$ cat src/rtl/uart_tx.sv
// rtl/uart_tx.sv - 8N1 serial transmitter, one byte per send strobe
module uart_tx #(
  parameter int BAUD_DIV = 5208
) (
  input  logic       clk,
  input  logic       clr,
  input  logic       send,
  input  logic [7:0] din,
  output logic       tx,
  output logic       busy
);

  localparam int CW = (BAUD_DIV > 1) ? $clog2(BAUD_DIV) : 1;
  localparam logic [CW-1:0] LAST = CW'(BAUD_DIV - 1);

  typedef enum logic [1:0] {IDLE, START, DATA, STOP} state_t;

  state_t        state, state_n;
  logic [7:0]    shift, shift_n;
  logic [2:0]    idx, idx_n;
  logic [CW-1:0] cnt, cnt_n;
  logic          tx_n, busy_n;
  logic          tc;

  assign tc = (cnt == LAST);

  always_ff @(posedge clk) begin
    if (clr) begin
      state <= IDLE;
      shift <= '0;
      idx   <= '0;
      cnt   <= '0;
      tx    <= 1'b1;
      busy  <= 1'b0;
    end else begin
      state <= state_n;
      shift <= shift_n;
      idx   <= idx_n;
      cnt   <= cnt_n;
      tx    <= tx_n;
      busy  <= busy_n;
    end
  end

  // Outputs are computed here and registered above, so tx/busy never see inputs combinationally.
  always_comb begin
    state_n = state;
    shift_n = shift;
    idx_n   = idx;
    cnt_n   = cnt;
    tx_n    = tx;
    busy_n  = busy;
    case (state)
      IDLE: begin
        tx_n   = 1'b1;
        busy_n = 1'b0;
        if (send) begin
          shift_n = din;
          cnt_n   = '0;
          state_n = START;
          tx_n    = 1'b0;
          busy_n  = 1'b1;
        end
      end
      START: begin
        if (tc) begin
          cnt_n   = '0;
          state_n = DATA;
          tx_n    = shift[0];
          idx_n   = 3'd0;
        end else begin
          cnt_n = cnt + CW'(1);
        end
      end
      DATA: begin
        if (tc) begin
          cnt_n = '0;
          if (idx != 3'd7) begin
            shift_n = {1'b0, shift[7:1]};
            idx_n   = idx + 3'd1;
            tx_n    = shift[1];
          end else begin
            state_n = STOP;
            tx_n    = 1'b1;
          end
        end else begin
          cnt_n = cnt + CW'(1);
        end
      end
      STOP: begin
        if (tc) begin
          cnt_n   = '0;
          state_n = IDLE;
          tx_n    = 1'b1;
          busy_n  = 1'b0;
        end else begin
          cnt_n = cnt + CW'(1);
        end
      end
      default: begin
        state_n = IDLE;
        tx_n    = 1'b1;
        busy_n  = 1'b0;
      end
    endcase
  end

endmodule
$ cat config.mk
export PLATFORM = sky130hd
export DESIGN_NAME = uart_tx
export DESIGN_NICKNAME = d
export VERILOG_FILES = /design/src/rtl/uart_tx.sv
export SDC_FILE = /design/constraint.sdc
export NUM_CORES = 1
export LEC_CHECK = 0
export CAP_MARGIN = 40
export CELL_PAD_IN_SITES_DETAIL_PLACEMENT = 1
export CELL_PAD_IN_SITES_GLOBAL_PLACEMENT = 1
export CORE_MARGIN = 2
export CORE_UTILIZATION = 47
export DETAILED_ROUTE_END_ITERATION = 10
export PLACE_DENSITY_LB_ADDON = 0.1
export SYNTH_ARGS = -nofsm -noshare
export SYNTH_HDL_FRONTEND = slang
export SYNTH_SLANG_ARGS = --single-unit
$ cat constraint.sdc
create_clock -name clk -period 3.6 [get_ports clk]
set_clock_uncertainty 0.1 [all_clocks]
set_input_delay 0.54 -clock clk [delete_from_list [all_inputs] [get_ports clk]]
set_output_delay 0.54 -clock clk [all_outputs]
set_load 0.1 [all_outputs]
==> impl_metrics.env, run 1 <==
export IMPL_clkLatencyLatePin_ns=0.35
export IMPL_drt_iter0_drc=64
export IMPL_path_buf_inv=0
export IMPL_async_reset_ff_share_pct=0
export IMPL_nFillCells=401
export IMPL_synthTopCellsByArea="dfxtp_1, ha_1, mux2i_1"
export IMPL_dieArea_mm2=0.00394
export IMPL_crit_fanout=20
export IMPL_crit_slowest_cell="or4_1"
export IMPL_drive_gt1_share_pct=9.79
export IMPL_rsz0062_at_grt="false"
export IMPL_synth_cell_types=45
export IMPL_cts_root_buffer="clkbuf_4"
export IMPL_slowest_delay_ns=0.63
export IMPL_cts_tree="built"
export IMPL_hold_viol_final=0
export IMPL_syn_cell_area_mm2=0.00162
export IMPL_vias=1442
export IMPL_drc_errors=0
export IMPL_num_antenna_cells=0
export IMPL_grtUsageMet3_pct=3.60
export IMPL_grtUsageMet2_pct=43.1
export IMPL_gp_congestion=0.892
export IMPL_yosysSeqAreaShare_pct=34.5
export IMPL_crit_arrival_ns=2.69
export IMPL_die_height_um=62.8
export IMPL_regToRegStartpoint="cnt[1]"
export IMPL_worst_setup_path_type="flip-flop to flip-flop"
export IMPL_netlist_area_leader_share_pct=34.5
export IMPL_max_freq_mhz=400
export IMPL_final_nets=214
export IMPL_grt_pass1_wl_mm=7.33
export IMPL_syn_avg_cell_area_um2=8.68
export IMPL_power_density_mw_per_mm2=579
export IMPL_hpwlAfterDp_mm=3.19
export IMPL_hold_path_class="flip-flop to flip-flop"
export IMPL_postCtsHoldBufs=0
export IMPL_grt_overflow_total=0
export IMPL_start_util_pct=48.7
export IMPL_fin_crit_sh_pct=69.4
export IMPL_clk_path_buf_depth=2
export IMPL_worstRegToRegCells=5
export IMPL_antenna_left=0
export IMPL_row_count=21
export IMPL_first_pass_iters=4
export IMPL_worstHoldPathCells=2
export IMPL_status="finished, final reports clean"
export IMPL_worstMarginPinSlew_ns=0.754
export IMPL_fin_crit_ns=2.50
export IMPL_end_kind="flip-flop"
export IMPL_synth_ff_type="dfxtp_1"
export IMPL_relSlewSlack_pct=49.6
export IMPL_vias_per_cell=6.01
export IMPL_grt_busiest_layer="met2"
export IMPL_yosysMostFrequentCell="dfxtp_1"
export IMPL_clock_sinks=28
export IMPL_synth_seq_cells=28
export IMPL_io_pin_count=13
export IMPL_synth_top_area_cell="dfxtp_1"
export IMPL_synth_edff_count=0
export IMPL_grt_max_degree=21
export IMPL_design_core_area_mm2=0.00334
export IMPL_wl_mm=4.29
export IMPL_routedWlPerCell_um=17.9
export IMPL_cts_reportedPaths_clkPinSlew_ns=0.17
export IMPL_drv_cap=0
export IMPL_grt_util_met1_pct=27.1
export IMPL_h_tree_depth=1
export IMPL_finalPower_mw=1.07
export IMPL_ys_warn_count=0
export IMPL_r2r_end="idx[0]"
export IMPL_antenna_found_initial=0
export IMPL_drv_slew=0
export IMPL_crit_path_start="cnt[1]"
export IMPL_grt_pass1_vias=1546
export IMPL_synthesis_instances=187
export IMPL_crit_chain="ha_1 > and4b_1 > nand3_1 > or4_1 > a21oi_1"
export IMPL_cts_buffers=3
export IMPL_finalSetupViolCount=0
export IMPL_hold_end="shift[5]"
export IMPL_cts_resized_gates=0
export IMPL_fin_tns_setup_ns=0
export IMPL_leakagePower_nw=0.683
export IMPL_synth_nets=206
export IMPL_ir_drop_v=0.000333
export IMPL_io_buffers=12
export IMPL_hp_start="shift[5]"
export IMPL_area_growth_pct=13.7
export IMPL_path_delay_family="simple AND/OR/NAND/NOR gates"
export IMPL_regToRegSetupSlack_ns=1.10
export IMPL_die_w_um=62.8
export IMPL_postCtsSetupRepairBufs=0
export IMPL_grtUsageTotal_pct=23.2
export IMPL_cp_required_ns=3.79
export IMPL_synth_commonest_cells="dfxtp_1, nand2_1, nor2_1"
export IMPL_crit_path_start_kind="flip-flop"
==> cell usage in the layout (no fill, tap or decap), types with 2 or more instances in the layout <==
| master | count |
|---|---|
| a2111oi_0 | 2 |
| a21oi_1 | 7 |
| a31oi_1 | 8 |
| a41oi_1 | 3 |
| clkbuf_4 | 3 |
| clkdlybuf4s50_1 | 12 |
| dfxtp_1 | 28 |
| ha_1 | 8 |
| inv_1 | 8 |
| mux2_2 | 3 |
| mux2_4 | 4 |
| mux2i_1 | 10 |
| nand2_1 | 21 |
| nand3_1 | 10 |
| nand4_1 | 6 |
| nor2_1 | 13 |
| nor2b_1 | 5 |
| o21ai_0 | 8 |
| or3_1 | 3 |
| or4_1 | 4 |
| xor2_1 | 3 |
==> cells by family (layout without fill, tap and decap cells) <==
group           after synthesis  after routing  share of synthesized area (%)
compound gates               37             37                           15.9
buf+inv                      20             27                           5.39
mux                          17             17                           11.9
fa+ha+maj                     8              8                           6.16
xor+xnor                      3              3                           1.62
simple gates                 74             74                           24.5
flops                        28             28                           34.5
==> routing by layer <==
layer | up-vias | routed length [µm]
li1 | 694 | -
met1 | 717 | 1850
met2 | 25 | 2290
met3 | 6 | 111
met4 | 0 | 42
met5 | - | 0
==> sequential cells by signal, indices dropped and copies added (netlist names) <==
name	count
state	2
cnt	13
busy	1
idx	3
tx	1
shift	8
==> worst max-delay path by stage <==
stage | cells past startpoint | endpoint
floorplan | 7 | shift[0]
global route | 5 | state[0]
finish | 5 | idx[0]
CTS | 5 | idx[0]
global placement | 4 | cnt[12]
detailed placement | 5 | idx[0]
==> tightest hold or removal path: cells and delay by family (launching register included) <==
kind,cells,cell delay (ns)
multiplexers,1,0.06
flip-flops,1,0.34
AND/OR/NAND/NOR,1,0.05
==> through the flow <==
| stage | std cells | utilization [%] | setup slack (ns) | hold WS (ns) | area (µm²) |
|---|---|---|---|---|---|
| 2_1_floorplan | 187 | - | 1.60 | 0.335 | 1620 |
| 3_3_place_gp | 234 | 52.5 | 1.26 | 0.346 | 1750 |
| 3_5_place_dp | 236 | 53.8 | 1.15 | 0.357 | 1790 |
| 4_1_cts | 240 | 55.3 | 1.17 | 0.382 | 1850 |
| 5_1_grt | 240 | 55.3 | 0.945 | 0.406 | 1850 |
| 6_report | 240 | 55.3 | 1.10 | 0.379 | 1850 |
==> power breakdown <==
| group | internal, mW | switching, mW | total, mW | leakage [nW] |
|---|---|---|---|---|
| logic | 0.193 | 0.273 | 0.466 | 0.427 |
| clock network | 0.113 | 0.104 | 0.217 | 0.0279 |
| registers | 0.354 | 0.0324 | 0.386 | 0.228 |
| total | 0.660 | 0.410 | 1.07 | 0.683 |
==> area by class of cell <==
class / count / area (µm²) / share of cell area [%]
Multi-Input combinational cell: 139 / 976 / 52.8
Sequential cell: 28 / 561 / 30.4
Timing Repair Buffer: 15 / 170 / 9.21
Tap cell: 46 / 57.6 / 3.12
Clock inverter: 1 / 30.0 / 1.63
Inverter: 8 / 30.0 / 1.63
Clock buffer: 3 / 22.5 / 1.22
(Power assumes the default switching activity.)
==> run 2, diff against run 1 <==
--- a/config.mk
+++ b/config.mk
@@ -9,7 +9,7 @@
 export CELL_PAD_IN_SITES_DETAIL_PLACEMENT = 1
 export CELL_PAD_IN_SITES_GLOBAL_PLACEMENT = 1
 export CORE_MARGIN = 2
-export CORE_UTILIZATION = 47
+export CORE_UTILIZATION = 43
 export DETAILED_ROUTE_END_ITERATION = 10
 export PLACE_DENSITY_LB_ADDON = 0.1
 export SYNTH_ARGS = -nofsm -noshare
==> constraint.sdc (replaced) <==
create_clock -name clk -period 2.52 [get_ports clk]
set_clock_uncertainty 0.1 [all_clocks]
set_input_delay 0.378 -clock clk [delete_from_list [all_inputs] [get_ports clk]]
set_output_delay 0.378 -clock clk [all_outputs]
set_load 0.1 [all_outputs]
==> run 2 against run 1 <==
Net effect:
- count of clock-buffer cells in the layout increased by 1
- register-to-register slack got worse by 0.76 ns
- cell area decreased by 0.68%
- sequential power increased by 42%
- die area increased by 8.7%
- via count decreased by 0.90%
- sequential cell count unchanged
- maximum frequency increased by 15%
- combinational power increased by 32%
- cell count increased by 1.7%
==> impl_metrics.env, run 2 (synthesis gave the netlist of run 1 again) <==
export IMPL_vias_per_cell=5.86
export IMPL_io_buffers=12
export IMPL_cts_tree="built"
export IMPL_p_int_mw=0.887
export IMPL_regMostFlops="cnt"
export IMPL_grt_overflow_total=0
export IMPL_first_pass_iters=4
export IMPL_drv_cap=0
export IMPL_regToRegSetupSlack_ns=0.34
export IMPL_die_height_um=65.5
export IMPL_drv_slew=0
export IMPL_placed_area_mm2=0.00178
export IMPL_hold_path_class="flip-flop to flip-flop"
export IMPL_vias=1429
export IMPL_netSwitchingFraction_pct=38.6
export IMPL_multi_input_area_um2=976
export IMPL_power_switching_mw=0.558
export IMPL_area_growth_pct=12.9
export IMPL_io_pin_count=13
export IMPL_rsz0062_at_grt="false"
export IMPL_max_freq_mhz=459
export IMPL_postCtsSetupRepairBufs=0
export IMPL_design_core_area_mm2=0.00363
export IMPL_routedWlPerCell_um=16.2
export IMPL_power_density_mw_per_mm2=788
export IMPL_gp_congestion=0.868
export IMPL_power_frac_comb_pct=42.4
export IMPL_fin_crit_sh_pct=86.5
export IMPL_hold_viol_final=0
export IMPL_p_seq_share_pct=37.9
export IMPL_drc_errors=0
export IMPL_grtUsageTotal_pct=21.1
export IMPL_row_count=22
export IMPL_stdcell_count=244
export IMPL_relSlewSlack_pct=63.6
export IMPL_p_clk_share_pct=19.7
export IMPL_grt_pass1_wl_mm=7.05
export IMPL_antenna_left=0
export IMPL_worstHoldPathCells=2
export IMPL_layout_common_cells="dfxtp_1, nand2_1, nor2_1"
export IMPL_ir_drop_v=0.000397
export IMPL_worstMarginPinSlew_ns=0.544
export IMPL_cp_required_ns=2.59
export IMPL_grt_pass1_vias=1526
export IMPL_start_util_pct=44.7
export IMPL_final_nets=216
export IMPL_fin_tns_setup_ns=0
export IMPL_cts_buffers=3
export IMPL_finalSetupViolCount=0
export IMPL_dieArea_mm2=0.00428
export IMPL_largest_reg_flops=13
export IMPL_hpwlAfterDp_mm=2.91
export IMPL_nFillCells=458
export IMPL_dp_cells=240
export IMPL_die_w_um=65.5
export IMPL_final_cell_area_mm2=0.00183
export IMPL_num_antenna_cells=0
export IMPL_fin_crit_ns=2.18
export IMPL_grt_max_degree=16
export IMPL_drive_gt1_share_pct=11.7
export IMPL_crit_arrival_ns=2.25
export IMPL_final_seq_area_um2=561
export IMPL_clock_sinks=28
export IMPL_status="finished, final reports clean"
export IMPL_reg_top3="cnt: 13 flops, shift: 8 flops, idx: 3 flops"
export IMPL_cts_root_buffer="clkbuf_8"
export IMPL_crit_fanout=8
export IMPL_final_common_cell="dfxtp_1"
export IMPL_clk_path_buf_depth=2
export IMPL_leakagePower_nw=0.687
export IMPL_finalPower_mw=1.44
export IMPL_antenna_found_initial=0
export IMPL_worst_hold_slack_ns=0.372
export IMPL_end_kind="flip-flop"
export IMPL_worst_setup_path_type="flip-flop to flip-flop"
export IMPL_cts_reportedPaths_clkPinSlew_ns=0.10
export IMPL_postCtsHoldBufs=0
export IMPL_worstRegToRegCells=5
export IMPL_h_tree_depth=1
export IMPL_wl_mm=3.96
export IMPL_cts_resized_gates=0
export IMPL_crit_path_start_kind="flip-flop"
export IMPL_drt_iter0_drc=62
export IMPL_clkLatencyLatePin_ns=0.28
[run 2: power by group through the flow]
| stage | clock network [mW] | logic (mW) | registers, mW |
|---|---|---|---|
| after floorplan | 0 | 0.390 | 0.628 |
| after global placement | 0 | 0.594 | 0.553 |
| after detailed placement | 0 | 0.614 | 0.557 |
| after CTS | 0.298 | 0.617 | 0.548 |
| after global routing | 0.313 | 0.670 | 0.557 |
| final | 0.285 | 0.613 | 0.548 |
[run 2: path summary, 6_finish.rpt]
path | endpoint | start
max | shift[1] | cnt[0]
min | shift[3] | shift[3]
max reg2reg | shift[1] | cnt[0]
min reg2reg | shift[3] | shift[3]
[run 2: metal layers]
layer	vias to the layer above	track usage, %	part of all wire [%]
li1	705	-	-
met3	6	3.94	2.1
met2	18	37.2	52
met4	0	6.25	1.4
met1	700	26.1	44
met5	-	0	0
[run 2: cell type report]
type,count,share of cell area [%]
Timing Repair Buffer,17,8.32
Inverter,8,1.64
Tap cell,48,3.27
Clock buffer,4,3.00
Multi-Input combinational cell,139,53.2
Sequential cell,28,30.6
[run 2: through the flow]
stage	worst slack (ns)	utilization [%]
finish	0.340	50.5
global route	0.169	50.5
CTS	0.336	50.5
detailed placement	0.378	49.0
global placement	0.463	49.0
floorplan	0.519	-
[run 2: worst max-delay path, cell delays in order (launching register included)]
cell	delay (ns)
dfxtp_1	0.39
ha_1	0.34
and4b_1	0.26
and3_1	0.38
a31oi_4	0.24
mux2_4	0.36
==> run 3, diff against run 2 <==
==> constraint.sdc (replaced) <==
create_clock -name clk -period 2.52 [get_ports clk]
set_clock_uncertainty 0.1 [all_clocks]
set_input_delay 0.378 -clock clk [delete_from_list [all_inputs] [get_ports clk]]
set_output_delay 0.378 -clock clk [all_outputs]
set_load 0.01 [all_outputs]
==> run 3 against run 2 <==
Net effect:
- clock power is essentially flat
- cell count is the same
- via count shrank 2.2%
- worst setup slack gained 0.057 ns
- global-route usage shrank 1.1 points
- critical path depth is the same
- sequential cell count is the same
- count of clock-buffer cells in the layout is the same
- core utilization grew 0.14 points
- largest power group is now sequential cells
- worst hold slack gained 0.0011 ns
==> impl_metrics.env, run 3 (synthesis gave the netlist of run 1 again) <==
export IMPL_status="finished, final reports clean"
export IMPL_path_buf_inv=0
export IMPL_rsz0062_at_grt="false"
export IMPL_io_pin_count=13
export IMPL_slowest_delay_ns=0.43
export IMPL_worstRegToRegCells=5
export IMPL_die_w_um=65.5
export IMPL_cts_reportedPaths_clkPinSlew_ns=0.10
export IMPL_netSwitchingFraction_pct=34.7
export IMPL_reg_top3="cnt: 13 flops, shift: 8 flops, idx: 3 flops"
export IMPL_antenna_found_initial=0
export IMPL_postCtsSetupRepairBufs=0
export IMPL_io_buffers=12
export IMPL_design_core_area_mm2=0.00363
export IMPL_clkLatencyLatePin_ns=0.27
export IMPL_num_antenna_cells=0
export IMPL_drv_slew=0
export IMPL_hold_path_class="flip-flop to flip-flop"
export IMPL_worst_setup_path_type="flip-flop to flip-flop"
export IMPL_grtUsageTotal_pct=20.0
export IMPL_p_clk_share_pct=20.8
export IMPL_multi_input_area_um2=976
export IMPL_ir_drop_v=0.000390
export IMPL_grt_pass1_vias=1440
export IMPL_crit_cells=5
export IMPL_crit_slowest_cell="a31oi_4"
export IMPL_hpwlAfterDp_mm=2.91
export IMPL_drv_cap=0
export IMPL_worst_hold_slack_ns=0.373
export IMPL_fin_util_pct=50.6
export IMPL_cts_resized_gates=0
export IMPL_die_height_um=65.5
export IMPL_final_seq_area_um2=561
export IMPL_path_delay_family="simple AND/OR/NAND/NOR gates"
export IMPL_finalSetupViolCount=0
export IMPL_final_cell_area_mm2=0.00184
export IMPL_end_kind="flip-flop"
export IMPL_vias=1398
export IMPL_p_int_mw=0.889
export IMPL_row_count=22
export IMPL_hold_viol_final=0
export IMPL_grt_pass1_wl_mm=6.68
export IMPL_hp_start="shift[4]"
export IMPL_fin_tns_setup_ns=0
export IMPL_power_frac_comb_pct=39.0
export IMPL_p_seq_share_pct=40.2
export IMPL_max_freq_mhz=471
export IMPL_clock_sinks=28
export IMPL_first_pass_iters=4
export IMPL_gp_congestion=0.864
export IMPL_grt_max_degree=16
export IMPL_power_switching_mw=0.474
export IMPL_nFillCells=452
export IMPL_dieArea_mm2=0.00428
export IMPL_drt_iter0_drc=64
export IMPL_cts_root_buffer="clkbuf_8"
export IMPL_clk_path_buf_depth=2
export IMPL_final_common_cell="dfxtp_1"
export IMPL_start_util_pct=44.7
export IMPL_worstMarginPinSlew_ns=0.520
export IMPL_area_growth_pct=13.3
export IMPL_crit_path_start_kind="flip-flop"
export IMPL_regToRegSetupSlack_ns=0.40
export IMPL_fin_crit_ns=2.12
export IMPL_cp_required_ns=2.59
export IMPL_cts_tree="built"
export IMPL_antenna_left=0
export IMPL_layout_common_cells="dfxtp_1, nand2_1, nor2_1"
export IMPL_largest_reg_flops=13
export IMPL_relSlewSlack_pct=65.2
export IMPL_crit_fanout=8
export IMPL_crit_chain="ha_1 > and4b_1 > and3_1 > a31oi_4 > mux2_4"
export IMPL_hold_end="shift[4]"
export IMPL_vias_per_cell=5.73
export IMPL_h_tree_depth=1
export IMPL_grt_overflow_total=0
export IMPL_r2r_end="shift[6]"
export IMPL_regMostFlops="cnt"
export IMPL_regToRegStartpoint="cnt[0]"
export IMPL_wl_mm=3.85
export IMPL_crit_arrival_ns=2.20
export IMPL_fin_crit_sh_pct=84.3
export IMPL_cts_buffers=3
export IMPL_placed_area_mm2=0.00178
export IMPL_final_nets=216
export IMPL_leakagePower_nw=0.685
export IMPL_postCtsHoldBufs=0
export IMPL_drc_errors=0
export IMPL_power_density_mw_per_mm2=741
export IMPL_drive_gt1_share_pct=10.7
export IMPL_routedWlPerCell_um=15.8
export IMPL_worstHoldPathCells=2
run 3: cell count changes in the layout (fill, tap and decap cells not counted), sizes merged:
cell and change:
buf -2, clkdlybuf4s50 +2
run 3: metrics by stage:
step                setup slack, ns  cells  power (mW)
finish                        0.397    244        1.36
floorplan                     0.519    187       0.941
detailed placement            0.396    240        1.09
global route                  0.233    244        1.45
global placement              0.461    240        1.07
CTS                           0.376    244        1.38
run 3: power by group through the flow:
stage | combinational, mW | clock [mW] | sequential (mW)
2_1_floorplan | 0.390 | 0 | 0.551
3_3_place_gp | 0.520 | 0 | 0.553
3_5_place_dp | 0.535 | 0 | 0.557
4_1_cts | 0.540 | 0.290 | 0.548
5_1_grt | 0.590 | 0.306 | 0.557
6_report | 0.532 | 0.283 | 0.548
run 3: worst register-to-register path: stages (launching register included):
cell and delay, ns:
dfxtp_1 0.35, ha_1 0.30, and4b_1 0.22, and3_1 0.27
a31oi_4 0.44, mux2_4 0.34
run 3: routing by layer:
layer,GRT usage (%),vias to the layer above,part of all wire [%]
met5,0,-,0
met4,6.25,0,0.57
met3,2.57,2,1.1
met2,37.0,7,52
met1,23.9,685,46
li1,-,704,-
run 3: how the worst max path moves through the flow:
stage,from,end
after floorplan,cnt[0],shift[0]
after global placement,cnt[0],shift[2]
after detailed placement,cnt[0],shift[6]
after CTS,cnt[0],shift[6]
after global routing,cnt[0],shift[6]
final,cnt[0],shift[6]
run 3: area by class of cell:
cell class,count,share of cell area [%]
Clock buffer,4,2.99
Inverter,8,1.63
Multi-Input combinational cell,139,53.1
Sequential cell,28,30.5
Tap cell,48,3.27
Timing Repair Buffer,17,8.57
